--- src/rtl/taxi_axi_axil_adapter_rd.sv ---
// AXI4 read burst to single-beat AXI-Lite read adapter with data width conversion.
// Optional `TAXI_AXI_AXIL_RD_4K_CHECK_EN: beats leaving the burst's 4 KiB page return SLVERR without a read.
module taxi_axi_axil_adapter_rd #(
  parameter int AXI_DATA_W  = 32,
  parameter int AXIL_DATA_W = 32,
  parameter int ADDR_W      = 16,
  parameter int ID_W        = 8,
  parameter bit ARUSER_EN   = 1'b0,
  parameter bit RUSER_EN    = 1'b0,
  parameter int ARUSER_W    = 1,
  parameter int RUSER_W     = 1
) (
  input  logic                   clk,
  input  logic                   rst,
  input  logic [ID_W-1:0]        s_axi_arid_i,
  input  logic [ADDR_W-1:0]      s_axi_araddr_i,
  input  logic [7:0]             s_axi_arlen_i,
  input  logic [2:0]             s_axi_arsize_i,
  input  logic [1:0]             s_axi_arburst_i,
  input  logic [2:0]             s_axi_arprot_i,
  input  logic [ARUSER_W-1:0]    s_axi_aruser_i,
  input  logic                   s_axi_arvalid_i,
  output logic                   s_axi_arready_o,
  output logic [ID_W-1:0]        s_axi_rid_o,
  output logic [AXI_DATA_W-1:0]  s_axi_rdata_o,
  output logic [1:0]             s_axi_rresp_o,
  output logic                   s_axi_rlast_o,
  output logic [RUSER_W-1:0]     s_axi_ruser_o,
  output logic                   s_axi_rvalid_o,
  input  logic                   s_axi_rready_i,
  output logic [ADDR_W-1:0]      m_axil_araddr_o,
  output logic [2:0]             m_axil_arprot_o,
  output logic [ARUSER_W-1:0]    m_axil_aruser_o,
  output logic                   m_axil_arvalid_o,
  input  logic                   m_axil_arready_i,
  input  logic [AXIL_DATA_W-1:0] m_axil_rdata_i,
  input  logic [1:0]             m_axil_rresp_i,
  input  logic [RUSER_W-1:0]     m_axil_ruser_i,
  input  logic                   m_axil_rvalid_i,
  output logic                   m_axil_rready_o
);

  localparam int AXI_STRB_W  = AXI_DATA_W / 8;
  localparam int AXIL_STRB_W = AXIL_DATA_W / 8;
  localparam int AXI_OFF     = $clog2(AXI_STRB_W);
  localparam int AXIL_OFF    = $clog2(AXIL_STRB_W);
  localparam logic [2:0] MAX_SIZE = 3'(AXI_OFF);
  localparam logic [ADDR_W-1:0] LITE_MASK = ~ADDR_W'(AXIL_STRB_W - 1);

  typedef enum logic [1:0] {IDLE, ADDR, DATA, RESP} state_t;

  state_t                state_q, state_d;
  logic                  arready_q, m_arvalid_q, m_rready_q, s_rvalid_q;
  logic [ID_W-1:0]       id_q, id_d;
  logic [ADDR_W-1:0]     addr_q, addr_d;
  logic [ADDR_W-1:0]     lite_addr_q, lite_addr_d;
  logic [7:0]            len_q, len_d;
  logic [2:0]            size_q, size_d;
  logic [1:0]            burst_q, burst_d;
  logic [2:0]            prot_q, prot_d;
  logic [ARUSER_W-1:0]   aruser_q, aruser_d;
  logic [7:0]            beat_q, beat_d;
  logic [7:0]            seg_left_q, seg_left_d;
  logic [AXI_DATA_W-1:0] rdata_q, rdata_d;
  logic [1:0]            rresp_q, rresp_d;
  logic [RUSER_W-1:0]    ruser_q, ruser_d;
`ifdef TAXI_AXI_AXIL_RD_4K_CHECK_EN
  logic [ADDR_W-1:0]     start_addr_q, start_addr_d;
`endif

  logic [2:0]            arsize_clamp;
  logic [ADDR_W-1:0]     size_bytes, wrap_mask, incr_addr, next_addr;
  logic [AXI_DATA_W-1:0] beat_data;

  // Extra AXI-Lite reads needed after the first one to cover a beat of 2^size bytes.
  function automatic logic [7:0] seg_left_f(input logic [2:0] size);
    if (int'(size) > AXIL_OFF) return 8'((1 << (int'(size) - AXIL_OFF)) - 1);
    return 8'd0;
  endfunction

  assign arsize_clamp = (s_axi_arsize_i > MAX_SIZE) ? MAX_SIZE : s_axi_arsize_i;
  assign size_bytes   = ADDR_W'(1) << size_q;
  assign wrap_mask    = ((ADDR_W'(len_q) + ADDR_W'(1)) << size_q) - ADDR_W'(1);
  assign incr_addr    = (addr_q & ~(size_bytes - ADDR_W'(1))) + size_bytes;

  always_comb begin
    case (burst_q)
      2'b00:   next_addr = addr_q;
      2'b10:   next_addr = (addr_q & ~wrap_mask) | (incr_addr & wrap_mask);
      default: next_addr = incr_addr;
    endcase
  end

  generate
    if (AXIL_DATA_W == AXI_DATA_W) begin : g_same
      assign beat_data = m_axil_rdata_i;
    end else if (AXIL_DATA_W > AXI_DATA_W) begin : g_wide
      logic [AXIL_OFF-AXI_OFF-1:0] lane;
      assign lane      = addr_q[AXIL_OFF-1:AXI_OFF];
      assign beat_data = m_axil_rdata_i[lane*AXI_DATA_W +: AXI_DATA_W];
    end else begin : g_narrow
      localparam int SEG_N = AXI_DATA_W / AXIL_DATA_W;
      localparam int SEG_W = AXI_OFF - AXIL_OFF;
      logic [SEG_W-1:0] seg;
      assign seg = lite_addr_q[AXI_OFF-1:AXIL_OFF];
      // Only the segment being returned is replaced; the rest keep earlier reads (or zero).
      for (genvar gi = 0; gi < SEG_N; gi++) begin : g_seg
        assign beat_data[gi*AXIL_DATA_W +: AXIL_DATA_W] = (seg == SEG_W'(gi)) ?
            m_axil_rdata_i : rdata_q[gi*AXIL_DATA_W +: AXIL_DATA_W];
      end
    end
  endgenerate

  always_comb begin
    state_d     = state_q;
    id_d        = id_q;
    addr_d      = addr_q;
    lite_addr_d = lite_addr_q;
    len_d       = len_q;
    size_d      = size_q;
    burst_d     = burst_q;
    prot_d      = prot_q;
    aruser_d    = aruser_q;
    beat_d      = beat_q;
    seg_left_d  = seg_left_q;
    rdata_d     = rdata_q;
    rresp_d     = rresp_q;
    ruser_d     = ruser_q;
`ifdef TAXI_AXI_AXIL_RD_4K_CHECK_EN
    start_addr_d = start_addr_q;
`endif
    case (state_q)
      IDLE: begin
        if (s_axi_arvalid_i && arready_q) begin
          id_d        = s_axi_arid_i;
          addr_d      = s_axi_araddr_i;
          lite_addr_d = s_axi_araddr_i & LITE_MASK;
          len_d       = s_axi_arlen_i;
          size_d      = arsize_clamp;
          burst_d     = s_axi_arburst_i;
          prot_d      = s_axi_arprot_i;
          aruser_d    = s_axi_aruser_i;
          beat_d      = 8'd0;
          seg_left_d  = seg_left_f(arsize_clamp);
          rdata_d     = '0;
          rresp_d     = 2'b00;
`ifdef TAXI_AXI_AXIL_RD_4K_CHECK_EN
          start_addr_d = s_axi_araddr_i;
`endif
          state_d     = ADDR;
        end
      end
      ADDR: begin
        if (m_axil_arready_i && m_arvalid_q) state_d = DATA;
      end
      DATA: begin
        if (m_axil_rvalid_i && m_rready_q) begin
          rdata_d = beat_data;
          rresp_d = (m_axil_rresp_i > rresp_q) ? m_axil_rresp_i : rresp_q;
          ruser_d = m_axil_ruser_i;
          if (seg_left_q != 8'd0) begin
            seg_left_d  = seg_left_q - 8'd1;
            lite_addr_d = lite_addr_q + ADDR_W'(AXIL_STRB_W);
            state_d     = ADDR;
          end else begin
            state_d = RESP;
          end
        end
      end
      RESP: begin
        if (s_axi_rready_i && s_rvalid_q) begin
          if (beat_q == len_q) begin
            state_d = IDLE;
          end else begin
            beat_d      = beat_q + 8'd1;
            addr_d      = next_addr;
            lite_addr_d = next_addr & LITE_MASK;
            seg_left_d  = seg_left_f(size_q);
            rdata_d     = '0;
            rresp_d     = 2'b00;
            state_d     = ADDR;
`ifdef TAXI_AXI_AXIL_RD_4K_CHECK_EN
            // Beat outside the starting page: answer locally instead of reading.
            if (next_addr[ADDR_W-1:12] != start_addr_q[ADDR_W-1:12]) begin
              rresp_d = 2'b10;
              state_d = RESP;
            end
`endif
          end
        end
      end
      default: state_d = IDLE;
    endcase
  end

  always_ff @(posedge clk) begin
    if (rst) begin
      state_q     <= IDLE;
      arready_q   <= 1'b0;
      m_arvalid_q <= 1'b0;
      m_rready_q  <= 1'b0;
      s_rvalid_q  <= 1'b0;
    end else begin
      state_q     <= state_d;
      arready_q   <= (state_d == IDLE);
      m_arvalid_q <= (state_d == ADDR);
      m_rready_q  <= (state_d == DATA);
      s_rvalid_q  <= (state_d == RESP);
    end
  end

  always_ff @(posedge clk) begin
    id_q        <= id_d;
    addr_q      <= addr_d;
    lite_addr_q <= lite_addr_d;
    len_q       <= len_d;
    size_q      <= size_d;
    burst_q     <= burst_d;
    prot_q      <= prot_d;
    aruser_q    <= aruser_d;
    beat_q      <= beat_d;
    seg_left_q  <= seg_left_d;
    rdata_q     <= rdata_d;
    rresp_q     <= rresp_d;
    ruser_q     <= ruser_d;
`ifdef TAXI_AXI_AXIL_RD_4K_CHECK_EN
    start_addr_q <= start_addr_d;
`endif
  end

  assign s_axi_arready_o  = arready_q;
  assign s_axi_rid_o      = id_q;
  assign s_axi_rdata_o    = rdata_q;
  assign s_axi_rresp_o    = rresp_q;
  assign s_axi_rlast_o    = s_rvalid_q && (beat_q == len_q);
  assign s_axi_ruser_o    = RUSER_EN ? ruser_q : '0;
  assign s_axi_rvalid_o   = s_rvalid_q;
  assign m_axil_araddr_o  = lite_addr_q;
  assign m_axil_arprot_o  = prot_q;
  assign m_axil_aruser_o  = ARUSER_EN ? aruser_q : '0;
  assign m_axil_arvalid_o = m_arvalid_q;
  assign m_axil_rready_o  = m_rready_q;

endmodule

--- config.mk ---
export PLATFORM = sky130hd
export DESIGN_NAME = taxi_axi_axil_adapter_rd
export DESIGN_NICKNAME = d
export VERILOG_FILES = /design/src/rtl/taxi_axi_axil_adapter_rd.sv
export SDC_FILE = /design/constraint.sdc
export NUM_CORES = 1
export LEC_CHECK = 0
export ABC_CLOCK_PERIOD_IN_PS = 4990
export CAP_MARGIN = 20
export CORE_MARGIN = 3
export CORE_UTILIZATION = 45
export CTS_CLUSTER_SIZE = 28
export DETAILED_ROUTE_END_ITERATION = 12
export GPL_TIMING_DRIVEN = 0
export PLACE_DENSITY = 0.78
export SYNTH_ARGS = -nofsm -noshare
export SYNTH_HDL_FRONTEND = slang
export SYNTH_SLANG_ARGS = --single-unit
--- constraint.sdc ---
create_clock -name clk -period 4.99 [get_ports clk]
set_clock_uncertainty 0.1 [all_clocks]
set_input_delay 0.499 -clock clk [delete_from_list [all_inputs] [get_ports clk]]
set_output_delay 0.499 -clock clk [all_outputs]
set_load 0.05 [all_outputs]
==> results.yml <==
outcome:
  status: "finished clean"
pwr:
  leakage_nw: 3.41
  comb_power_share_pct: 25.2
  intPower_mw: 1.68
  pwr-share-seq_pct: 45.2
  switching_share_pct: 32.2
  peakVddDrop_mv: 0.214
  p_clk_share_pct: 29.6
  powerDensity_mw_per_mm2: 266
  power.switching_mw: 0.799
timing:
  finalCritPeriodShare_pct: 94.1
  layout_setup_ws_ps: 293
  rsz0062_at_grt: "false"
  fin_crit_ps: 4700
  setup_viol: 0
  hold_viol_final: 0
  slew_headroom_pct: 45.7
  fmax_mhz: 213
  slew_viol_final: 0
  tightest_slew_ps: 811
yosys:
  synth_cell_type_count: 83
  async_flop_share_pct: 0
  syn-instance-count: 740
  synthFlopType: "edfxtp_1"
  syn_area_per_cell_sq_um: 9.78
  yosysWarnings: 0
  syn_area_sq_mm: 0.00723
  ys_seq_elements: 110
  synth_edf_count: 104
  ys_seq_area_share_pct: 44.8
worst_setup_path:
  cp-start-kind: "flop"
  crit_top_cell: "buf_1"
  cp_cell_sequence: "buf_2 -> buf_1 -> buf_1 -> nor2b_1 -> ha_1 -> a311oi_1 -> o311a_1 -> nor4_2 -> and3_1 -> nand2_1 -> o21ai_1 -> mux2i_1 -> o221ai_1"
  cp-end-kind: "flop"
  crit_path_top_delay_cell: "edfxtp_1"
  critPathMaxStageDelay_ps: 570
  worst-path-buf-inv: 3
  reg2reg_slack_ps: 290
  crit_family: "buffers and inverters"
  worstSetupPathType: "reg2reg"
  crit_path_max_fanout: 10
  cp_data_arrival_time_ps: 4690
  cp.required_ps: 4980
floorplanning:
  io-pin-count: 150
  die_x_microns: 133
  die_y_microns: 133
  core.rowCount: 45
  initial_core_util_pct: 46.7
  dieArea_sq_mm: 0.0176
  core_region_area_sq_mm: 0.0155
global_route:
  grt_max_degree: 25
  antenna_found_initial: 0
  overflow: 0
  grt_usage_pct: 23.1
  grt_pass1_wl_microns: 32900
  grt_pass1_vias: 6371
route:
  antenna_left: 0
  num_vias: 6458
  wire_per_inst_microns: 18.2
  drt-total-wl_microns: 20300
  drt-pass1-iter-count: 5
  post_drt_via_cell_ratio: 5.78
  drtIter0Drc: 535
  drc_errors: 0
place:
  gp_congestion: 0.982
  hpwl_microns: 15700
  post-place-ws_ps: 255
  io_buffers: 143
  placed_area_sq_mm: 0.00903
final_layout:
  final_net_count: 1002
  stdcell_area_sq_mm: 0.00934
  syn2layout_area_growth_pct: 29.0
  layout_common_cells: "clkdlybuf4s50_1, edfxtp_1, nand2_1, nor2_1, and2_1"
  finish.utilization_pct: 60.3
  drive_gt1_share_pct: 7.50
  layout_commonest_cell: "clkdlybuf4s50_1"
  n_fill_cell: 1311
  diodes: 0
cts:
  insertion_delay_ps: 370
  path_clk_slew_ps: 80
  clk_path_buf_depth: 2
  cts_inserted_buffers: 9
  htree_levels: 3
  cts-root-buf: "clkbuf_16"
  ctsHoldBuffers: 0
  clock-sinks: 110
  cts_tree: "done"
  cts_setup_buffers: 0
run:
  drv_cap: 0
min_path:
  worstHoldPathType: "reg2reg"
## worst register-to-register path: cells and delay by family (launching register included)
family	cells	cell delay, ps
buf+inv	3	1140
compound gates	4	980
simple gates	4	960
flops	1	570
fa+ha+maj	1	380
mux	1	290
## synthesized netlist by cell type (all sizes together) (13+ instances only)
library cell / instances / area, sq um
a21o: 13 / 97.6
a21oi: 30 / 150
and2: 43 / 269
and3: 14 / 87.6
buf: 22 / 133
clkbuf: 28 / 105
edfxtp: 104 / 3120
ha: 18 / 225
inv: 24 / 90.1
mux2i: 14 / 140
nand2: 58 / 220
nand3: 31 / 173
nor2: 56 / 213
nor3: 23 / 115
o21ai: 44 / 220
xnor2: 31 / 279
xor2: 15 / 131
## area by class of cell
class	count	area [sq um]	share of cell area, %
Multi-Input combinational cell	559	3680	39.5
Sequential cell	110	3240	34.7
Timing Repair Buffer	148	1510	16.2
Tap cell	211	264	2.83
Buffer	49	234	2.51
Clock buffer	9	225	2.41
Inverter	25	93.8	1.01
Clock inverter	7	78.8	0.844
## power by group through the flow
| stage | Clock, mW | Combinational (mW) | Sequential [mW] |
|---|---|---|---|
| 2_1_floorplan | 0 | 0.285 | 1.25 |
| 4_1_cts | 0.746 | 0.621 | 1.12 |
| 3_3_place_gp | 0 | 0.596 | 1.14 |
| 3_5_place_dp | 0 | 0.617 | 1.14 |
| 6_report | 0.734 | 0.625 | 1.12 |
| 5_1_grt | 0.779 | 0.670 | 1.13 |
## worst paths after layout
check / depth (start not counted) / end / from
max: 13 / m_axil_araddr_o[11] / size_q[2]
min: 1 / seg_left_q[0] / seg_left_q[0]
max reg2reg: 13 / m_axil_araddr_o[11] / size_q[2]
min reg2reg: 1 / seg_left_q[0] / seg_left_q[0]
## kinds of logic after synthesis
kind of cell	Yosys count	synth area share (%)
fa+ha+maj	18	3.11
simple gates	298	22.1
other cells	1	0.0518
buf+inv	75	4.58
flops	110	44.8
compound gates	175	17.2
xor+xnor	46	5.67
mux	17	2.46
## metal layers
| layer | vias up | part of all wire [%] | track usage (%) |
|---|---|---|---|
| met2 | 294 | 48 | 38.0 |
| met3 | 41 | 9.0 | 6.69 |
| met1 | 3054 | 40 | 28.8 |
| met5 | - | 0 | 0 |
| li1 | 3069 | - | - |
| met4 | 0 | 2.5 | 8.95 |
## through the flow
stage / TNS [ps] / hold slack (ps) / power (mW) / cells
after floorplan: 0 / 471 / 1.53 / 744
after global placement: -19800 / 521 / 1.74 / 1098
after detailed placement: 0 / 531 / 1.76 / 1103
after CTS: 0 / 544 / 2.49 / 1119
after global routing: 0 / 576 / 2.58 / 1118
final: 0 / 540 / 2.48 / 1118
## sequential cells by signal, summed over array words and instances (netlist names)
name and count:
s_axi_rdata_o 32, addr_q 16, m_axil_araddr_o 14, beat_q 8, len_q 8, s_axi_rid_o 8, seg_left_q 8, m_axil_arprot_o 3
size_q 3, burst_q 2, s_axi_rresp_o 2, state_q 2, m_axil_arvalid_o 1, m_axil_rready_o 1, s_axi_arready_o 1, s_axi_rvalid_o 1
## timing repair
| action | in CTS | in global routing |
|---|---|---|
| endpoints found under the setup margin | 0 | 2 |
| hold endpoints to repair | 0 | 0 |
| resized for setup | 0 | 0 |
(Power assumes the default switching activity.)
